<file path="src/rtl/fetch_decode_queue.sv">
// Instruction buffer between fetch and decode: DEPTH-entry FIFO of
// {instr, pc, pc+4, predTaken} with valid/ready on both sides and a synchronous flush.
module fetch_decode_queue #(
    parameter int unsigned XLEN  = 32,
    parameter int unsigned ILEN  = 32,
    parameter int unsigned DEPTH = 4
) (
    input  logic                         clk,
    input  logic                         rst,
    input  logic                         flush,
    input  logic                         inValid,
    output logic                         inReady,
    input  logic [ILEN-1:0]              inInstr,
    input  logic [XLEN-1:0]              inPc,
    input  logic [XLEN-1:0]              inPcPlus4,
    input  logic                         inPredTaken,
    output logic                         outValid,
    input  logic                         outReady,
    output logic [ILEN-1:0]              outInstr,
    output logic [XLEN-1:0]              outPc,
    output logic [XLEN-1:0]              outPcPlus4,
    output logic                         outPredTaken,
    output logic [$clog2(DEPTH+1)-1:0]   count,
    output logic                         empty,
    output logic                         full
);

    localparam int unsigned PW = $clog2(DEPTH);
    localparam int unsigned CW = $clog2(DEPTH+1);

    typedef struct packed {
        logic [ILEN-1:0] instr;
        logic [XLEN-1:0] pc;
        logic [XLEN-1:0] pc_plus4;
        logic            pred_taken;
    } entry_t;

    entry_t          r_mem [DEPTH];
    logic [PW-1:0]   r_wp;
    logic [PW-1:0]   r_rp;
    logic [CW-1:0]   r_count;

    logic            w_empty;
    logic            w_full;
    logic            w_push;
    logic            w_pop;
    logic            w_clear;
    entry_t          w_head;

    // Ready/valid derive only from the registered occupancy, never from the far side
    assign w_empty = (r_count == '0);
    assign w_full  = (r_count == CW'(DEPTH));
    assign w_clear = rst | flush;
    assign w_push  = inValid & ~w_full;
    assign w_pop   = outReady & ~w_empty;

    always_ff @(posedge clk) begin
        if (w_clear) begin
            r_wp    <= '0;
            r_rp    <= '0;
            r_count <= '0;
        end else begin
            if (w_push) r_wp <= r_wp + PW'(1);
            if (w_pop)  r_rp <= r_rp + PW'(1);
            r_count <= r_count + CW'(w_push) - CW'(w_pop);
        end
    end

    // Array is left uncleared on reset; the head is masked by outValid anyway
    always_ff @(posedge clk) begin
        if (w_push && !w_clear) begin
            r_mem[r_wp] <= '{instr: inInstr, pc: inPc, pc_plus4: inPcPlus4,
                             pred_taken: inPredTaken};
        end
    end

    assign w_head       = r_mem[r_rp];
    assign inReady      = ~w_full;
    assign outValid     = ~w_empty;
    assign outInstr     = w_empty ? '0   : w_head.instr;
    assign outPc        = w_empty ? '0   : w_head.pc;
    assign outPcPlus4   = w_empty ? '0   : w_head.pc_plus4;
    assign outPredTaken = w_empty ? 1'b0 : w_head.pred_taken;
    assign count        = r_count;
    assign empty        = w_empty;
    assign full         = w_full;

endmodule

</file>
<file path="config.mk">
export PLATFORM = sky130hd
export DESIGN_NAME = fetch_decode_queue
export DESIGN_NICKNAME = d
export VERILOG_FILES = /design/src/rtl/fetch_decode_queue.sv
export SDC_FILE = /design/constraint.sdc
export NUM_CORES = 1
export LEC_CHECK = 0
export BUFFER_PORTS_ARGS = -buffer_cell sky130_fd_sc_hd__buf_4
export CAP_MARGIN = 20
export CORE_MARGIN = 10
export CORE_UTILIZATION = 40
export CTS_BUF_LIST = sky130_fd_sc_hd__clkbuf_8
export DETAILED_ROUTE_END_ITERATION = 8
export PLACE_DENSITY = 0.63
export SLEW_MARGIN = 25
export SYNTH_ARGS = -nofsm -noshare
export SYNTH_HDL_FRONTEND = slang
export SYNTH_SLANG_ARGS = --single-unit
</file>
<file path="constraint.sdc">
create_clock -name clk -period 9.3 [get_ports clk]
set_input_delay 0.465 -clock clk [delete_from_list [all_inputs] [get_ports clk]]
set_output_delay 0.465 -clock clk [all_outputs]
set_load 0.01 [all_outputs]
</file>
# After elaboration in Yosys (flattened, before gate mapping)
# Memory sizes are Yosys's and may differ from the RTL's. A register that Yosys moved wholly into a read port is not among the register bits.
# Cells that the tools add are included.
# totals
mem_bits_rw	388
ff_bits	7
word_cells	25
memories	1
output_inout_bits	104
in_bits	102
# classes
n_eq_ne	1
bitwise_logic	5
addsub	4
reduce_logical	3
mux	8
# memory_table
name	depth	width	read_ports	rd_clocked_by_memory_dff	write_ports	line	source
r_mem	4	97	1	1	1	38	entry_t r_mem [DEPTH];
# ops
op	count
32-bit 2-to-1 mux	3
2-bit by 1-bit adder with 2-bit output, second input constant	2
2-bit 2-to-1 mux	2
3-bit by 1-bit adder with 3-bit output	1
3-bit == test, second input constant	1
3-bit zero test	1
1-bit 2-to-1 mux	3
3-bit by 1-bit subtractor with 3-bit output	1
1-bit AND	2
1-bit NOT	2
1-bit logical AND	1
1-bit zero test	1
1-bit bitwise OR	1

# Logic depth before layout (Yosys ltp)
# Gate-level depths: netlist (run 1).
# logic_depth
depth_word	6
mapped_depth	11
mapped_depth_nobuf	10

# Worst setup path after synthesis (run 1)
# No wires, ideal clock.
# synth_path
path_kind	flip-flop to flip-flop
from	register r_count[1], in the netlist count[1]
to	memory r_mem[0][0] in the netlist's numbering (enable)
path_slack_ns	5.519
t_required_ns	8.833
t_arrival_ns	3.314
setup_ns	0.467
period_less_slack_ns	3.781
stages_incl_launch_ff	5
n_path_buf	1
path_cell_list	dfxtp_1 -> or3b_1 -> and2_1 -> clkbuf_1 -> and3_1
# synth_between
elab_chain_len	6
# synth_rtl
element	line	source
start, declared	41	logic [CW-1:0] r_count;
start signal, assigned	65	r_count <= r_count + CW'(w_push) - CW'(w_pop);
3-bit == test	52	assign w_full = (r_count == CW'(DEPTH));
1-bit NOT	-	
via inReady	12	output logic inReady,
1-bit AND	54	assign w_push = inValid & ~w_full;
1-bit logical AND	71	if (w_push && !w_clear) begin
1-bit 2-to-1 mux	71	
1-bit 2-to-1 mux (not written as such)	72	r_mem[r_wp] <= '{instr: inInstr, pc: inPc, pc_plus4: inPcPlus4,
end, declared	38	
# The timed path passes the listed nets, and every way through them passes these cells.

==> results.md, run 1 <==
- RD Place Congestion: 0.683
- DR vias/cell: 4.94
- Core area: 37,500 µm²
- TritonRoute pass-1 iters: 5
- Initial antenna violation count: 1
- CTS Buffer Depth: 3
- Synth unique cells: 24
- Fin nets: 1,025
- Antenna cell count: 0
- # H-tree levels: 3
- Worst skew pair latency: 580 ps
- Fmax: 303 MHz
- Worst slew margin: 39.9%
- Count of cells resized by post-cts repair: 0
- Layout cells sized above 1: 41.4%
- GRT Total Usage: 13.8%
- Min cycle time layout: 3300 ps
- Mapped Cells: 668
- Initial core utilization: 40.3%
- Share of the synthesized area in the top cell type: 77.1%
- Post-CTS setup buffers: 0
- DR vias: 7,265
- Die width: 214 µm
- Clk root buf: clkbuf_8
- Clock slew at reported path FFs: 60 ps
- Vias in the first global route: 8,090
- Detailed Place HPWL: 18,600 µm
- Wire per inst: 21.4 µm
- Pwr per Cell Area: 198 nW/µm²
- HP Class: in2reg
- Clk_skew: 13.4 ps
- Max Cap Viol: 0
- Max FO, Critical Path: 46
- Worst EP arrival: 2840 ps
- Total global routing overflow: 0
- Setup violators final: 0
- Seq/Total Area, Yosys: 78.3%
- Die H: 214 µm
- Worst-Margin Slew: 902 ps
- Drt drc: 0
- Synth top area cells: edfxtp_1 77%, mux4_2 14%, and2_1 4.2%, dfxtp_1 1.2%, ha_1 0.50%
- Area delta synth->final: 21.7%
- Largest net degree at the start of global routing: 67
- Final Cycle Share: 35.5%
- Routed Antenna Nets: 0
- Port Buffer Count: 205
- Unrepaired setup endpoints after global routing: no
- Leak: 6.24 nW
- Setup TNS: 0 ps
- Die footprint: 46,000 µm²
- Seq cells post-synth: 397
- Critical Path RT: 8840 ps
- IO Pins: 206
- Yosys top cell by area: edfxtp_1
- Most frequent cells in the layout: 388 x edfxtp_1, 211 x buf_4, 101 x and2_1
- Commonest non-fill, non-tap cell in the layout: edfxtp_1
- Ys Warns: 0
- Status: complete, no violations
- CTS tree: done
- DR iter-0 viols: 490
- First-pass GRT wire length: 48,700 µm
- Critical path launch point type: flop
- Final Max Slew Viols: 0
- Overall routed net length: 31,500 µm
- Mapped Area: 15,100 µm²
- Endpoints failing hold: 0
- Std-Cell Rows: 71
- Syn nets: 777
- Cts hold-fix bufs: 0
- Clock Sinks: 397
- Avg Cell Area, Syn: 22.6 µm²
- CP Capture Type: output port
- Tot Pwr: 3.64 mW
- CTS buffer count: 67
- Peak VDD IR: 0.110 mV
- CP Class: reg2out
[registers in the layout, summed over array words and instances, names as in the netlist, named ones only]
name and flops:
r_wp 2, r_mem 388, r_rp 2, count 3
[kinds of logic after synthesis]
logic type	synth area share [%]
DFF	78.3
and+or+nand+nor	4.73
muxes	14.5
buffers and inverters	1.51
adders and majority gates	0.629
AOI/OAI and AO/OA	0.157
xor gates and xnor gates	0.174
[synthesized netlist by cell type, drive strengths merged]
master and count:
mux4 97, mux2i 1, dfxtp 9, ha 6
or3b 1, edfxtp 388, inv 8, or3 1
nand4 1, and2 101, xor2 1, buf 17
nor3 2, nor2 1, o311ai 1, nand4b 1
and3 4, xnor2 2, fa 1, nand2 4
o21ai 3, clkbuf 18
[final timing paths]
check / from / end / slack [ps] / depth (start not counted)
hold / removal: flush / count[2] / 70 / 2
setup reg to reg: count[1] / r_mem[0][87] / 6390 / 4
setup / recovery: flop / outInstr[26] / 6000 / 4
hold reg to reg: r_wp[0] / r_wp[0] / 510 / 2
[cell type report]
type / count / area, µm²
fillers: 3183 / 19100
flip-flops and latches: 397 / 11800
multi-input cells: 228 / 3080
repair buffers: 214 / 1630
clock buffers: 74 / 1020
well taps: 511 / 639
clock inverters: 38 / 151
inverters: 8 / 30.0
[through the flow]
stage / util [%] / hold slack (ps) / cells / area, µm² / setup slack [ps]
floorplan: - / 457 / 668 / 15100 / 5520
global placement: 45.8 / 485 / 1357 / 17200 / 6100
detailed placement: 45.9 / 504 / 1358 / 17200 / 6060
CTS: 49.0 / 12.5 / 1470 / 18400 / 5570
global route: 49.1 / 35.9 / 1470 / 18400 / 5730
finish: 49.1 / 71.3 / 1470 / 18400 / 6000
[report_power, final]
group / internal (mW) / switching (mW)
registers: 1.99 / 0.00798
clock network: 0.722 / 0.643
logic: 0.140 / 0.138
total: 2.85 / 0.789
[metal layers]
layer	vias up	GRT usage [%]	wire, µm	share of wire (%)
met3	47	4.17	2070	6.6
met1	3777	17.6	13400	43
met2	223	22.0	15500	49
met5	-	0	17	0.054
li1	3216	-	-	-
met4	2	4.75	540	1.7
[critical path, cell delays in order, from the launching register on]
cell,delay [ps]
dfxtp_4,630
buf_6,620
mux4_2,590
and2_1,210
buf_4,150
(Power assumes the default switching activity.)
==> run 2: changes to the inputs <==
--- a/config.mk
+++ b/config.mk
@@ -11,7 +11,7 @@
 export CORE_UTILIZATION = 40
 export CTS_BUF_LIST = sky130_fd_sc_hd__clkbuf_8
 export DETAILED_ROUTE_END_ITERATION = 8
-export PLACE_DENSITY = 0.63
+export PLACE_DENSITY = 0.65
 export SLEW_MARGIN = 25
 export SYNTH_ARGS = -nofsm -noshare
 export SYNTH_HDL_FRONTEND = slang
==> constraint.sdc (replaced) <==
create_clock -name clk -period 2.7 [get_ports clk]
set_input_delay 0.135 -clock clk [delete_from_list [all_inputs] [get_ports clk]]
set_output_delay 0.135 -clock clk [all_outputs]
set_load 0.01 [all_outputs]
==> run 2 against run 1 <==
Cell count increased by 9.2%. Clock skew grew 8.5 ps. Final area up 7.8%. Power increased to 3.5 times the previous value. Count of clock-buffer cells in the layout is 6 lower. Critical endpoint is now outPcPlus4[16]. Non-clock buffer count is 127 higher. First-iteration DRC count is 13% lower. Clock power increased to 3.6 times the previous value.
==> results.md, run 2 (same netlist as run 1, synthesis figures left out) <==
- CTS Buffer Depth: 3
- Initial antenna violation count: 1
- Final Cycle Share: 94.7%
- Status: complete, no violations
- Clock slew at reported path FFs: 60 ps
- Max FO, Critical Path: 100
- Detailed Place HPWL: 19,500 µm
- Std-Cell Rows: 71
- IO Pins: 206
- Post-CTS setup buffers: 0
- Die H: 214 µm
- Port Buffer Count: 205
- Total global routing overflow: 0
- CP max-delay cell: or3_2
- Setup TNS: 0 ps
- Layout cells sized above 1: 39.3%
- Peak VDD IR: 0.519 mV
- Clock share of power: 38.3%
- Fmax: 391 MHz
- Core area: 37,500 µm²
- Reg area: 11,800 µm²
- Slowest Stage Delay on Critical Path: 490 ps
- Fin nets: 1,152
- CTS buffer count: 67
- Multi-input gate area: 3080 µm²
- Critical Path RT: 2570 ps
- Clock Sinks: 397
- GRT Total Usage: 14.5%
- Combinational group share of total power: 8.4%
- Count of cells resized by post-cts repair: 0
- Worst path bufs/invs: 2
- CTS tree: done
- Area delta synth->final: 31.1%
- Pint: 10.1 mW
- Die footprint: 46,000 µm²
- Worst slew margin: 32.3%
- Max Cap Viol: 0
- RD Place Congestion: 0.718
- CP Class: reg2out
- # H-tree levels: 3
- Overall routed net length: 32,900 µm
- Placed Cells incl. Taps: 1,384
- Finished Layout Cells: 1,605
- Pwr per Cell Area: 651 nW/µm²
- Routed Antenna Nets: 0
- TritonRoute pass-1 iters: 6
- DR vias: 7,772
- R2r worst-path depth: 9
- Setup violators final: 0
- Clk_skew: 21.9 ps
- Worst skew pair latency: 600 ps
- Switching power: 2.83 mW
- DR iter-0 viols: 424
- Sequential power share: 53.2%
- Biggest register: r_mem
- Endpoints failing hold: 0
- Crit. path cell count: 4
- Commonest non-fill, non-tap cell in the layout: edfxtp_1
- Max FFs per register: 388
- Fillers: 3,016
- Initial core utilization: 40.3%
- Largest delay share family, worst path: simple AND/OR/NAND/NOR gates
- Worst-Margin Slew: 1020 ps
- Wire per inst: 20.5 µm
- Worst EP arrival: 2420 ps
- Die width: 214 µm
- Crit path top cell by count: buf_4
- CP Capture Type: output port
- Vias in the first global route: 8,914
- Min cycle time layout: 2560 ps
- HP Class: in2reg
- Unrepaired setup endpoints after global routing: no
- Sw Ratio: 22.0%
- Most frequent cells in the layout: 388 x edfxtp_1, 226 x buf_4, 101 x and2_1, 101 x dlygate4sd3_1, 97 x mux4_2
- Largest net degree at the start of global routing: 101
- First-pass GRT wire length: 52,000 µm
- Cts hold-fix bufs: 101
- Critical path launch point type: flop
- Clk root buf: clkbuf_8
- DR vias/cell: 4.84
- Drt drc: 0
- Leak: 6.86 nW
- Hold Path Depth: 2
- Final Max Slew Viols: 0
- Worst path cell trace: or3_2 -> buf_4 -> and2_1 -> buf_4
[run 2: worst register-to-register path: stages, from the launching register on]
cell and delay [ps]:
dfxtp_1 350, or3_2 490, and2_1 190, ha_1 270, inv_1 40, ha_1 200
fa_1 410, xnor2_1 150, xnor2_1 130, nor3_1 130
[run 2: worst paths after layout]
check / from / endpoint / slack [ps]
worst min-delay path: inPcPlus4[4] / r_mem[2][5] / 290
worst min register to register: r_rp[0] / r_rp[0] / 490
worst max register to register: count[1] / count[2] / 260
worst max-delay path: count[1] / outPcPlus4[16] / 140
[run 2: stage by stage]
stage                     area, µm²  setup WS (ps)  hold slack (ps)  util [%]  total power [mW]
after global placement        17600            286              336      46.8              7.97
after global routing          19800           3.22              245      52.9              13.5
final                         19800            143              286      52.9              12.9
after CTS                     19800           50.6              213      52.8              13.1
after detailed placement      17600            240              335      46.8              7.98
after floorplan               15100           15.7              212         -              7.42
[run 2: cell type report]
cell class                 instances  share of cell area, %
inverter                           8                  0.152
multi-input combinational        228                   15.5
clock inverter                    50                   1.53
sequential                       397                   59.7
tap                              511                   3.23
timing repair buffer             341                   15.1
clock buffer                      68                   4.72
antenna                            2                 0.0253
[run 2: power groups by stage]
stage	Clock [mW]	Combinational (mW)	Sequential (mW)
6_report	4.94	1.09	6.87
5_1_grt	5.43	1.19	6.87
4_1_cts	5.13	1.12	6.87
3_5_place_dp	0	0.987	7.00
3_3_place_gp	0	0.976	6.99
2_1_floorplan	0	0.433	6.99
[run 2: per-layer routing]
metal	wire length, µm	global-route usage [%]	part of all wire [%]	vias to the layer above
met1	13700	17.6	42	4040
met5	0	0	0	-
met2	16700	24.4	51	207
li1	-	-	-	3485
met3	1910	4.15	5.8	40
met4	588	5.41	1.8	0
==> run 3: changes to the inputs <==
--- a/config.mk
+++ b/config.mk
@@ -12,6 +12,7 @@
 export CTS_BUF_LIST = sky130_fd_sc_hd__clkbuf_8
 export DETAILED_ROUTE_END_ITERATION = 8
 export PLACE_DENSITY = 0.65
+export REMOVE_ABC_BUFFERS = 1
 export SLEW_MARGIN = 25
 export SYNTH_ARGS = -nofsm -noshare
 export SYNTH_HDL_FRONTEND = slang
==> run 3 against run 2 <==
Combinational power is essentially flat. Core utilization shrank 0.57 points. Critical path depth grew 1. Sequential power is essentially flat. Largest power group unchanged. Non-clock buffer count shrank 18. Maximum frequency shrank 0.25%.
==> results.md, run 3 (same netlist as run 1, synthesis figures left out) <==
- Initial antenna violation count: 0
- Hold Path Depth: 3
- Clock slew at reported path FFs: 60 ps
- RR Startpoint: count[1]
- Most frequent cells in the layout: 388 x edfxtp_1, 207 x buf_4, 102 x dlygate4sd3_1
- Fmax: 390 MHz
- Drt drc: 0
- Worst-Margin Slew: 571 ps
- R2r worst-path depth: 9
- CP Class: reg2out
- Commonest non-fill, non-tap cell in the layout: edfxtp_1
- Max FFs per register: 388
- Biggest register: r_mem
- IO Pins: 206
- Critical Path RT: 2570 ps
- Port Buffer Count: 205
- Placement Setup Slack: 255 ps
- Clk root buf: clkbuf_8
- Routed Antenna Nets: 0
- Final Cycle Share: 94.9%
- Area delta synth->final: 29.7%
- WHS: 262 ps
- Vias in the first global route: 8,818
- CTS tree: done
- Endpoints failing hold: 0
- Max Cap Viol: 0
- RD Place Congestion: 0.725
- Detailed Place HPWL: 17,900 µm
- Std-Cell Rows: 71
- GRT Total Usage: 14.0%
- Critical path launch point type: flop
- TritonRoute pass-1 iters: 6
- Status: complete, no violations
- Die footprint: 46,000 µm²
- Die width: 214 µm
- Fillers: 3,009
- Fin nets: 1,134
- CTS buffer count: 67
- Clock Sinks: 397
- Peak VDD IR: 0.640 mV
- Die H: 214 µm
- First-pass GRT wire length: 50,800 µm
- DR iter-0 viols: 500
- Setup violators final: 0
- Setup TNS: 0 ps
- Worst slew margin: 62.0%
- Wire per inst: 20.1 µm
- Final Max Slew Viols: 0
- DR vias: 7,648
- Max FO, Critical Path: 52
- Leak: 6.72 nW
- Antenna cell count: 0
- CP Capture Type: output port
- Hold path start: flush
- Overall routed net length: 31,700 µm
- # H-tree levels: 3
- Pwr per Cell Area: 649 nW/µm²
- Initial core utilization: 40.3%
- Core area: 37,500 µm²
- Layout cells sized above 1: 38.4%
- Total global routing overflow: 0
- Unrepaired setup endpoints after global routing: no
- Post-CTS setup buffers: 0
- Worst EP arrival: 2430 ps
- Largest net degree at the start of global routing: 54
- Final worst slack: 137 ps
- Worst skew pair latency: 600 ps
- CTS Buffer Depth: 3
- Min cycle time layout: 2560 ps
- Clk_skew: 24.9 ps
- HP Class: in2reg
- R2R setup slack: 220 ps
- Reg-to-reg endpoint: count[2]
- DR vias/cell: 4.85
- Worst hold endpoint: count[2]
[run 3: critical path: stages (launching register included)]
cell     delay, ps
dfxtp_1        360
or3_2          500
buf_4          310
buf_6          270
and2_1         200
buf_4          140
[run 3: final cells by class]
type | instances | area (µm²) | area share, %
repair buffers | 323 | 2850 | 14.5
clock buffers | 70 | 963 | 4.91
well taps | 511 | 639 | 3.26
flip-flops and latches | 397 | 11800 | 60.4
clock inverters | 39 | 209 | 1.07
inverters | 8 | 30.0 | 0.153
multi-input cells | 228 | 3080 | 15.7
[run 3: timing repair]
item / CTS / global route
endpoints found under the setup margin: 23 / 0
gates resized for setup: 1 / 0
endpoints found under the hold margin: 395 / 0
hold buffers: 102 / 0
[run 3: worst max path at each step]
stage	slack [ps]	start	endpoint
2_1_floorplan	-2330	flop	outInstr[0]
3_3_place_gp	280	count[1]	count[2]
3_5_place_dp	260	count[1]	count[2]
4_1_cts	70	count[1]	outPcPlus4[23]
5_1_grt	5	count[1]	outPcPlus4[0]
6_report	140	count[1]	outPcPlus4[0]
[run 3: metrics by stage]
stage | std cells | cell area [µm²] | utilization (%) | power [mW]
after floorplan | 633 | 14900 | - | 7.42
after global placement | 1365 | 17400 | 46.4 | 7.96
after detailed placement | 1365 | 17400 | 46.4 | 7.97
after CTS | 1576 | 19600 | 52.3 | 12.9
after global routing | 1576 | 19600 | 52.3 | 13.3
final | 1576 | 19600 | 52.3 | 12.7
[run 3: power breakdown]
group          switching [mW]  leakage (nW)  internal, mW
clock                    2.28         0.646          2.49
sequential             0.0209          3.58          6.84
combinational           0.504          2.50         0.580
total                    2.80          6.72          9.91
[run 3: per-layer routing]
| metal | vias to the layer above | wire [µm] | GRT usage [%] |
|---|---|---|---|
| met2 | 212 | 15600 | 22.6 |
| met3 | 46 | 1750 | 4.01 |
| met5 | - | 0 | 0 |
| li1 | 3433 | - | - |
| met4 | 0 | 613 | 5.22 |
| met1 | 3957 | 13700 | 17.8 |
